--- src/rtl/glyph_fetch_arbiter_pkg.sv ---
// rtl/glyph_fetch_arbiter_pkg.sv - shared widths, glyph base addresses, FSM states and round-robin helper
//
// Purpose : common definitions for the glyph fetch arbiter slice.
// Contents: default ROM/burst widths, glyph base addresses, FSM state type,
//           rr_wrap() helper that walks requester indices modulo NUM_REQ.

package glyph_fetch_arbiter_pkg;

    localparam int GLYPH_ADDR_WIDTH = 12;
    localparam int GLYPH_DATA_WIDTH = 24;
    localparam int GLYPH_LEN_WIDTH  = 5;

    // Mario glyphs occupy the bottom of the ROM, obstacle glyphs start at 2560.
    localparam logic [GLYPH_ADDR_WIDTH-1:0] MARIO_BASE    = 12'd0;
    localparam logic [GLYPH_ADDR_WIDTH-1:0] OBSTACLE_BASE = 12'd2560;

    typedef enum logic {
        ST_IDLE  = 1'b0,
        ST_BURST = 1'b1
    } fsm_state_t;

    // (base + off) mod n, valid for base < n and off <= n.
    function automatic int unsigned rr_wrap(input int unsigned base,
                                            input int unsigned off,
                                            input int unsigned n);
        int unsigned s;
        s = base + off;
        return (s >= n) ? (s - n) : s;
    endfunction

endpackage

--- src/rtl/glyph_fetch_arbiter_if.sv ---
// rtl/glyph_fetch_arbiter_if.sv - requester/ROM/response bundle of the glyph fetch arbiter
//
// Purpose : groups the requester handshake, ROM port and response strobes.
// Signals : req/req_addr/req_len (requester -> arbiter), ack (arbiter -> requester),
//           rom_addr/rom_q (glyph ROM), rsp_valid/rsp_last/rsp_data (return path), busy.
// Modports: slave = arbiter side, master = requesters + ROM side.

interface glyph_fetch_arbiter_if
    import glyph_fetch_arbiter_pkg::*;
#(
    parameter int NUM_REQ    = 2,
    parameter int DATA_WIDTH = GLYPH_DATA_WIDTH,
    parameter int ADDR_WIDTH = GLYPH_ADDR_WIDTH,
    parameter int LEN_WIDTH  = GLYPH_LEN_WIDTH
);
    logic [NUM_REQ-1:0]            req;
    logic [NUM_REQ*ADDR_WIDTH-1:0] req_addr;
    logic [NUM_REQ*LEN_WIDTH-1:0]  req_len;
    logic [NUM_REQ-1:0]            ack;
    logic [ADDR_WIDTH-1:0]         rom_addr;
    logic [DATA_WIDTH-1:0]         rom_q;
    logic [NUM_REQ-1:0]            rsp_valid;
    logic                          rsp_last;
    logic [DATA_WIDTH-1:0]         rsp_data;
    logic                          busy;

    modport slave (
        input  req, req_addr, req_len, rom_q,
        output ack, rom_addr, rsp_valid, rsp_last, rsp_data, busy
    );

    modport master (
        output req, req_addr, req_len, rom_q,
        input  ack, rom_addr, rsp_valid, rsp_last, rsp_data, busy
    );
endinterface

--- src/rtl/glyph_fetch_arbiter_rr_arbiter.sv ---
// rtl/glyph_fetch_arbiter_rr_arbiter.sv - round-robin pick with its own pointer register
//
// Purpose : combinational pick of the first set request searching upward from ptr+1.
// Ports   : clk, rst_n        clock, async active-low reset
//           i_req             request vector
//           i_advance         grant taken this edge; pointer moves to the winner
//           o_gnt_vld         some request is set
//           o_gnt_oh          one-hot winner
//           o_gnt_idx         winner index

module glyph_fetch_arbiter_rr_arbiter
    import glyph_fetch_arbiter_pkg::*;
#(
    parameter  int NUM_REQ = 2,
    localparam int PTR_W   = $clog2(NUM_REQ)
) (
    input  logic               clk,
    input  logic               rst_n,
    input  logic [NUM_REQ-1:0] i_req,
    input  logic               i_advance,
    output logic               o_gnt_vld,
    output logic [NUM_REQ-1:0] o_gnt_oh,
    output logic [PTR_W-1:0]   o_gnt_idx
);
    logic [PTR_W-1:0] r_ptr;
    int unsigned      w_j;

    // Scan from the farthest candidate down to ptr+1 so the nearest set bit wins last.
    always_comb begin
        o_gnt_vld = 1'b0;
        o_gnt_oh  = '0;
        o_gnt_idx = '0;
        w_j       = 0;
        for (int k = NUM_REQ; k >= 1; k--) begin
            w_j = rr_wrap(32'(r_ptr), 32'(k), 32'(NUM_REQ));
            if (i_req[w_j]) begin
                o_gnt_vld = 1'b1;
                o_gnt_idx = PTR_W'(w_j);
                o_gnt_oh  = NUM_REQ'(1) << w_j;
            end
        end
    end

    // Reset to the last index so requester 0 is first in line.
    always_ff @(posedge clk or negedge rst_n) begin
        if (!rst_n) begin
            r_ptr <= PTR_W'(NUM_REQ - 1);
        end else if (i_advance) begin
            r_ptr <= o_gnt_idx;
        end
    end
endmodule

--- src/rtl/glyph_fetch_arbiter.sv ---
// rtl/glyph_fetch_arbiter.sv - round-robin burst fetch arbiter for the shared glyph ROM
//
// Purpose : grants one burst (start address + length-1) at a time, streams one ROM
//           address per cycle and tags returning ROM words to their owner.
// Ports   : clk, rst_n   clock, async active-low reset
//           bus (slave)  req/req_addr/req_len in, ack out, rom_addr out, rom_q in,
//                        rsp_valid/rsp_last/rsp_data out, busy out
//           The glyph ROM (1-cycle registered read) hangs off bus.rom_addr/bus.rom_q.

module glyph_fetch_arbiter
    import glyph_fetch_arbiter_pkg::*;
#(
    parameter int NUM_REQ    = 2,
    parameter int DATA_WIDTH = GLYPH_DATA_WIDTH,
    parameter int ADDR_WIDTH = GLYPH_ADDR_WIDTH,
    parameter int LEN_WIDTH  = GLYPH_LEN_WIDTH
) (
    input  logic                  clk,
    input  logic                  rst_n,
    glyph_fetch_arbiter_if.slave  bus
);
    localparam int PTR_W = $clog2(NUM_REQ);

    fsm_state_t            r_state;
    logic [NUM_REQ-1:0]    r_ack;
    logic [ADDR_WIDTH-1:0] r_rom_addr;
    logic [LEN_WIDTH-1:0]  r_cnt;
    logic [PTR_W-1:0]      r_owner;
    logic                  r_issue;
    logic [NUM_REQ-1:0]    r_rsp_valid;
    logic                  r_rsp_last;

    logic                  w_gnt_vld;
    logic [NUM_REQ-1:0]    w_gnt_oh;
    logic [PTR_W-1:0]      w_gnt_idx;
    logic                  w_advance;

    assign w_advance = (r_state == ST_IDLE) && w_gnt_vld;

    glyph_fetch_arbiter_rr_arbiter #(
        .NUM_REQ (NUM_REQ)
    ) u_rr (
        .clk       (clk),
        .rst_n     (rst_n),
        .i_req     (bus.req),
        .i_advance (w_advance),
        .o_gnt_vld (w_gnt_vld),
        .o_gnt_oh  (w_gnt_oh),
        .o_gnt_idx (w_gnt_idx)
    );

    always_ff @(posedge clk or negedge rst_n) begin
        if (!rst_n) begin
            r_state     <= ST_IDLE;
            r_ack       <= '0;
            r_rom_addr  <= '0;
            r_cnt       <= '0;
            r_owner     <= '0;
            r_issue     <= 1'b0;
            r_rsp_valid <= '0;
            r_rsp_last  <= 1'b0;
        end else begin
            r_ack   <= '0;
            r_issue <= 1'b0;
            case (r_state)
                ST_IDLE: begin
                    if (w_gnt_vld) begin
                        r_ack      <= w_gnt_oh;
                        r_owner    <= w_gnt_idx;
                        r_rom_addr <= bus.req_addr[w_gnt_idx*ADDR_WIDTH +: ADDR_WIDTH];
                        r_cnt      <= bus.req_len[w_gnt_idx*LEN_WIDTH +: LEN_WIDTH];
                        r_issue    <= 1'b1;
                        r_state    <= ST_BURST;
                    end
                end
                ST_BURST: begin
                    if (r_cnt != '0) begin
                        r_rom_addr <= r_rom_addr + ADDR_WIDTH'(1);
                        r_cnt      <= r_cnt - LEN_WIDTH'(1);
                        r_issue    <= 1'b1;
                    end else begin
                        r_state <= ST_IDLE;
                    end
                end
                default: r_state <= ST_IDLE;
            endcase

            // One stage behind the address issue, matching the ROM read latency.
            // r_owner is sampled here, so this register is the delayed owner copy.
            r_rsp_valid <= r_issue ? (NUM_REQ'(1) << r_owner) : '0;
            r_rsp_last  <= r_issue && (r_cnt == '0);
        end
    end

    assign bus.ack       = r_ack;
    assign bus.rom_addr  = r_rom_addr;
    assign bus.rsp_valid = r_rsp_valid;
    assign bus.rsp_last  = r_rsp_last;
    assign bus.rsp_data  = bus.rom_q;
    assign bus.busy      = (r_state == ST_BURST);
endmodule

--- src/flat_wrapper.sv ---
// flat-port wrapper written by rule: the top's interface ports become plain ports
module glyph_fetch_arbiter_flat import glyph_fetch_arbiter_pkg::*;
#(
    parameter int NUM_REQ    = 2,
    parameter int DATA_WIDTH = GLYPH_DATA_WIDTH,
    parameter int ADDR_WIDTH = GLYPH_ADDR_WIDTH,
    parameter int LEN_WIDTH  = GLYPH_LEN_WIDTH
)
  (clk, rst_n, bus_req, bus_req_addr, bus_req_len, bus_rom_q, bus_ack, bus_rom_addr, bus_rsp_valid, bus_rsp_last, bus_rsp_data, bus_busy);
  glyph_fetch_arbiter_if #(.NUM_REQ(NUM_REQ), .DATA_WIDTH(DATA_WIDTH), .ADDR_WIDTH(ADDR_WIDTH), .LEN_WIDTH(LEN_WIDTH)) bus_i ();
  input  logic clk;
  input  logic rst_n;
  input wire logic [$bits(bus_i.req)-1:0] bus_req;
  input wire logic [$bits(bus_i.req_addr)-1:0] bus_req_addr;
  input wire logic [$bits(bus_i.req_len)-1:0] bus_req_len;
  input wire logic [$bits(bus_i.rom_q)-1:0] bus_rom_q;
  output wire logic [$bits(bus_i.ack)-1:0] bus_ack;
  output wire logic [$bits(bus_i.rom_addr)-1:0] bus_rom_addr;
  output wire logic [$bits(bus_i.rsp_valid)-1:0] bus_rsp_valid;
  output wire logic [$bits(bus_i.rsp_last)-1:0] bus_rsp_last;
  output wire logic [$bits(bus_i.rsp_data)-1:0] bus_rsp_data;
  output wire logic [$bits(bus_i.busy)-1:0] bus_busy;
  assign bus_i.req = bus_req;
  assign bus_i.req_addr = bus_req_addr;
  assign bus_i.req_len = bus_req_len;
  assign bus_i.rom_q = bus_rom_q;
  assign bus_ack = bus_i.ack;
  assign bus_rom_addr = bus_i.rom_addr;
  assign bus_rsp_valid = bus_i.rsp_valid;
  assign bus_rsp_last = bus_i.rsp_last;
  assign bus_rsp_data = bus_i.rsp_data;
  assign bus_busy = bus_i.busy;
  glyph_fetch_arbiter #(.NUM_REQ(NUM_REQ), .DATA_WIDTH(DATA_WIDTH), .ADDR_WIDTH(ADDR_WIDTH), .LEN_WIDTH(LEN_WIDTH)) u_core (.clk(clk), .rst_n(rst_n), .bus(bus_i));
endmodule
--- config.mk ---
export PLATFORM = sky130hd
export DESIGN_NAME = glyph_fetch_arbiter_flat
export DESIGN_NICKNAME = d
export VERILOG_FILES = /design/src/rtl/glyph_fetch_arbiter_pkg.sv /design/src/rtl/glyph_fetch_arbiter_if.sv /design/src/rtl/glyph_fetch_arbiter_rr_arbiter.sv /design/src/rtl/glyph_fetch_arbiter.sv /design/src/flat_wrapper.sv
export SDC_FILE = /design/constraint.sdc
export NUM_CORES = 1
export LEC_CHECK = 0
export ABC_CLOCK_PERIOD_IN_PS = 4100
export CAP_MARGIN = 10
export CORE_MARGIN = 2
export CORE_UTILIZATION = 40
export CTS_CLUSTER_SIZE = 8
export DETAILED_ROUTE_END_ITERATION = 10
export PLACE_DENSITY = 0.89
export SYNTH_ARGS = -nofsm -noshare
export SYNTH_HDL_FRONTEND = slang
export SYNTH_SLANG_ARGS = --single-unit
--- constraint.sdc ---
create_clock -name clk -period 4.1 [get_ports clk]
set_input_delay 0.615 -clock clk [delete_from_list [all_inputs] [get_ports clk]]
set_output_delay 0.615 -clock clk [all_outputs]
set_load 0.1 [all_outputs]
# Word level (Yosys, flattened, before mapping)
# Cells that the tools add are included.
[classes]
add_sub_neg = 6
n_mul = 2
div_mod_pow = 0
n_lt_le_gt_ge = 4
n_eq_ne = 2
shift = 5
mux = 24
bitwise = 1
n_reduce_logical = 6
[op_table]
columns = ["cell", "count"]
rows = [
  ["< comparator 32 x 2 -> 1 bit, second input constant", 2],
  ["2-to-1 mux 32 bit", 2],
  ["left shift 1 x 32 -> 2 bit, first input constant", 2],
  ["greater-or-equal comparator 32 x 2 -> 1 bit, second input constant", 1],
  ["subtractor 32 x 2 -> 32 bit, second input constant", 1],
  ["2-to-1 mux 12 bit", 2],
  ["case mux 12 bit (2 select lines)", 1],
  ["variable part select 24 x 6 -> 12 bit", 1],
  ["adder 12 x 1 -> 12 bit, second input constant", 1],
  ["2-to-1 mux 1 bit", 10],
  ["2-to-1 mux 2 bit", 5],
  ["2-to-1 mux 5 bit", 2],
  ["case mux 5 bit (2 select lines)", 1],
  ["variable part select 10 x 5 -> 5 bit", 1],
  ["zero test 5 bit", 1],
  ["nonzero test 5 bit", 1],
  ["subtractor 5 x 1 -> 5 bit, second input constant", 1],
  ["multiplier 1 x 3 -> 4 bit, second input constant", 1],
  ["AND reduction 2 bit", 2],
  ["adder 1 x 2 -> 3 bit, second input constant", 1],
  ["multiplier 1 x 2 -> 3 bit, second input constant", 1],
  ["subtractor 2 x 2 -> 3 bit, second input constant", 1],
  ["adder 1 x 1 -> 2 bit, second input constant", 1],
  ["greater-or-equal comparator 2 bit, second input constant", 1],
  ["other kinds (6)", 7],
]
[totals]
reg_bits = 25
latch_bits = 0
mem_bits_rw = 0
rom_bits = 0
input_bits = 62
out_inout_bits = 42
wordCells = 58
n_memories = 0

# Depth between registers and ports, before layout
[depth]
word_depth = 11
depth_mapped = 7
mapped_depth_nobuf = 6

# Hierarchy
# Synthesis repeated with hierarchy kept, for this count alone.
[unflattened]
cells_unflattened = 187
hier_area_um2 = 1707.9
[by_module_without_submodules]
columns = ["mod", "n_inst", "cells_each", "area_each_um2", "seq_area_each_um2"]
rows = [
  ["glyph_fetch_arbiter", 1, 180, 1630.3, 600.6],
  ["glyph_fetch_arbiter_rr_arbiter", 1, 7, 77.6, 26.3],
]

# Worst setup path after synthesis
# No wires, ideal clock.
[synth_path]
path_kind = "reg2reg"
startpoint = "register u_core.r_issue (netlist name)"
endpoint = "register u_core.r_cnt[0]"
setup_time_ps = 104
arrival_ps = 2072
required_time_ps = 3996
setup_slack_ps = 1924
path_stages_with_launch = 5
path_buffers = 0
period_less_slack_ps = 2176
path_cell_list = "dfrtp_1 inv_1 mux2_4 or4_1 o311ai_1"
[synth_rtl]
columns = ["item", "line", "text"]
rows = [
  ["end signal, assigned", "glyph_fetch_arbiter.sv:71", "r_cnt <= bus.req_len[w_gnt_idx*LEN_WIDTH +: LEN_WIDTH];"],
  ["end signal, assigned", "glyph_fetch_arbiter.sv:79", "r_cnt <= r_cnt - LEN_WIDTH'(1);"],
  ["end, declared", "glyph_fetch_arbiter.sv:27", "logic [LEN_WIDTH-1:0] r_cnt;"],
]

==> results.yml <==
run_status:
  outcome: "complete, no violations"
critical_path:
  end_kind: "output pin"
  start_kind: "flop"
  timing.rr.end: "u_core.r_cnt[0]$_DFFE_PN0P_"
  critPathMaxStageDelay_ps: 1260
  cp_max_fo: 23
  r2r_setup_slack_ps: 1560
  cpMaxStageDelayCell: "clkdlybuf4s50_1"
  reg2reg_from: "u_core.r_issue$_DFF_PN0_"
  required_ps: 3480
  crit_buf_inv: 1
  worst_r2r_path_depth: 4
  critical_path_class: "reg -> out"
  path_cells: "clkdlybuf4s50_1"
  cp_top_family: "buffers and inverters"
  arrival_ps: 2350
finish:
  final_util: 0.536
  final_nets: 291
  drive_gt1_frac: 0.0841
  num_antenna_cells: 0
  areaGrowthSynthToFinish_pct: 26.5
  multi_input_area_um2: 843
  finalInstanceArea_um2: 2170
  fillCellCount: 388
  seq_area_um2: 627
pwr:
  ir_drop_uv: 450
  pwr_density_cell_nw_per_um2: 880
  p_leak_nw: 0.874
clocking:
  postCtsSetupRepairBufs: 0
  clock_latency_ps: 280
  clkSinkCount: 25
  cts_resized: 0
  cts.htree.levels: 1
  ctsHoldBuffers: 0
  cts_buffer_depth: 2
  clk_pin_slew_worst_paths_ps: 100
  cts_tree: "built"
  cts_buffers: 3
  cts_root_buffer: "clkbuf_8"
synthesis:
  netlist_top_cells_count: "nand2_1 (30), buf_4 (25), dfrtp_1 (24)"
  yosysMostFrequentCell: "nand2_1"
  yosysSeqAreaShare: 0.365
  yosys_warnings: 0
  syn_area_um2: 1720
  yosys.area.top_type_share: 0.349
  synth_top_cell_by_area: "dfrtp_1"
  synth-seq-cells: 25
  synth_area_leaders: "dfrtp_1 (35%), buf_4 (11%), nand2_1 (6.6%), a21oi_1 (4.1%), nor2_1 (3.9%)"
  ys_async_sr_fraction: 1.00
  syn_inst: 200
  avgSynthCellArea_um2: 8.60
  syn-num-nets: 264
  synth_flop_cell: "dfrtp_1"
  synth_edf_count: 0
  ys_types: 45
floorplan:
  boundaryPins: 104
  start_util: 0.424
  die_w_um: 69.6
  dieArea_um2: 4840
  core_area_um2: 4060
  row_count: 23
  die_height_um: 69.6
timing:
  setup_tns_ps: 0
  hold_viol: 0
  max_slew_margin: 0.338
  fin_crit_sh: 0.723
  rsz0062_at_grt: "false"
  setup_slack_ps: 1140
  fmax_mhz: 338
  fin_crit_ps: 2960
  fin_skew_ps: 10.1
  setup_viol: 0
  tightest_slew_ps: 989
  slew_violations: 0
global_routing:
  grt_pass1_wl_um: 6800
  antenna_found_initial: 0
  grt_usage: 0.172
  grt_max_degree: 26
  grt_overflow: 0
  grt_pass1_vias: 1443
route:
  drt_iter0_drc: 54
  finalWirelength_um: 4280
  num_vias: 1495
  avgViaCountPerCell: 5.42
  first_pass_iters: 4
  wl_per_cell_um: 15.5
  ant_nets: 0
  detail_route.drc_violations: 0
placement:
  post-place-ws_ps: 1470
  io_buffers: 55
  place_hpwl_um: 2980
  gp_congestion: 0.795
  dpl_cell_area_um2: 2100
worst_hold_path:
  hold_path.startpoint: "u_core.r_owner$_DFFE_PN0P_"
  holdPathStages: 1
  worstHoldPathType: "reg -> reg"
  min_to: "u_core.bus.rsp_valid[0]$_DFF_PN0_"
job:
  maxCapViolations: 0
==> flip-flops by register name, summed over array words and instances, names as in the netlist <==
register,cells
u_core.bus.ack,2
u_core.bus.rom_addr,12
u_core.bus.rsp_last,1
u_core.bus.rsp_valid,2
u_core.r_cnt,5
u_core.r_issue,1
u_core.r_owner,1
u_core.u_rr.r_ptr,1
==> cell families after synthesis <==
family,Yosys count,share of synthesized area
AO/OA/AOI/OAI,43,0.164
adder cells (fa/ha/maj),2,0.0146
flip-flops,25,0.365
multiplexers,7,0.0473
XOR/XNOR,10,0.0509
AND/OR/NAND/NOR,75,0.214
buffers and inverters,38,0.145
==> worst reg2reg max path: cells and delay by family, from the launching register on <==
family	cells	cell delay, ps
and+or+nand+nor	1	520
AOI/OAI and AO/OA	1	90
muxes	1	480
buffers and inverters	1	540
DFF	1	810
==> how the worst max path moves through the flow <==
stage | start | end | slack (ps) | cells after the start
after global routing | u_core.r_issue$_DFF_PN0_ | bus_busy | 1050 | 1
final | u_core.r_issue$_DFF_PN0_ | bus_busy | 1140 | 1
after detailed placement | u_core.r_issue$_DFF_PN0_ | bus_busy | 1470 | 1
after CTS | u_core.r_issue$_DFF_PN0_ | bus_busy | 1150 | 1
after global placement | u_core.r_issue$_DFF_PN0_ | bus_busy | 1470 | 1
after floorplan | u_core.r_issue$_DFF_PN0_ | u_core.r_cnt[0]$_DFFE_PN0P_ | 1920 | 4
==> per-stage QoR <==
stage          instances  power, mW  hold WS, ps
2_1_floorplan        200       1.57          319
3_3_place_gp         271       1.73          418
3_5_place_dp         271       1.75          432
4_1_cts              275       1.91          446
5_1_grt              276       2.01          465
6_report             276       1.91          446
==> where the power goes <==
| part | internal, mW | switching [mW] |
|---|---|---|
| combinational | 0.372 | 0.850 |
| clock | 0.0691 | 0.0903 |
| sequential | 0.369 | 0.163 |
| total | 0.810 | 1.10 |
==> layer usage <==
metal | global-route usage | vias up | part of all wire | wire length, um
li1 | - | 723 | - | -
met1 | 0.224 | 713 | 0.43 | 1860
met2 | 0.292 | 51 | 0.50 | 2150
met3 | 0.0320 | 8 | 0.055 | 235
met4 | 0.0479 | 0 | 0.0084 | 36
met5 | 0 | - | 0 | 0
==> cell usage in the layout, fill, tap and decap left out, types with 4 or more instances in the layout <==
cell type / instances
o21ai_0: 12
xnor2_1: 6
nor2_1: 18
nand2_1: 30
dfrtp_1: 24
xor2_1: 4
a311o_1: 4
inv_1: 4
mux2_2: 5
clkdlybuf4s50_1: 55
nor3_1: 5
a21oi_1: 14
==> layout make-up <==
cell class | count | area share
timing repair buffer | 56 | 0.266
multi-input combinational | 137 | 0.388
clock buffer | 3 | 0.0190
clock inverter | 1 | 0.00345
sequential | 25 | 0.288
inverter | 4 | 0.00690
tap | 50 | 0.0288
Power figures use the tool's default switching activity.
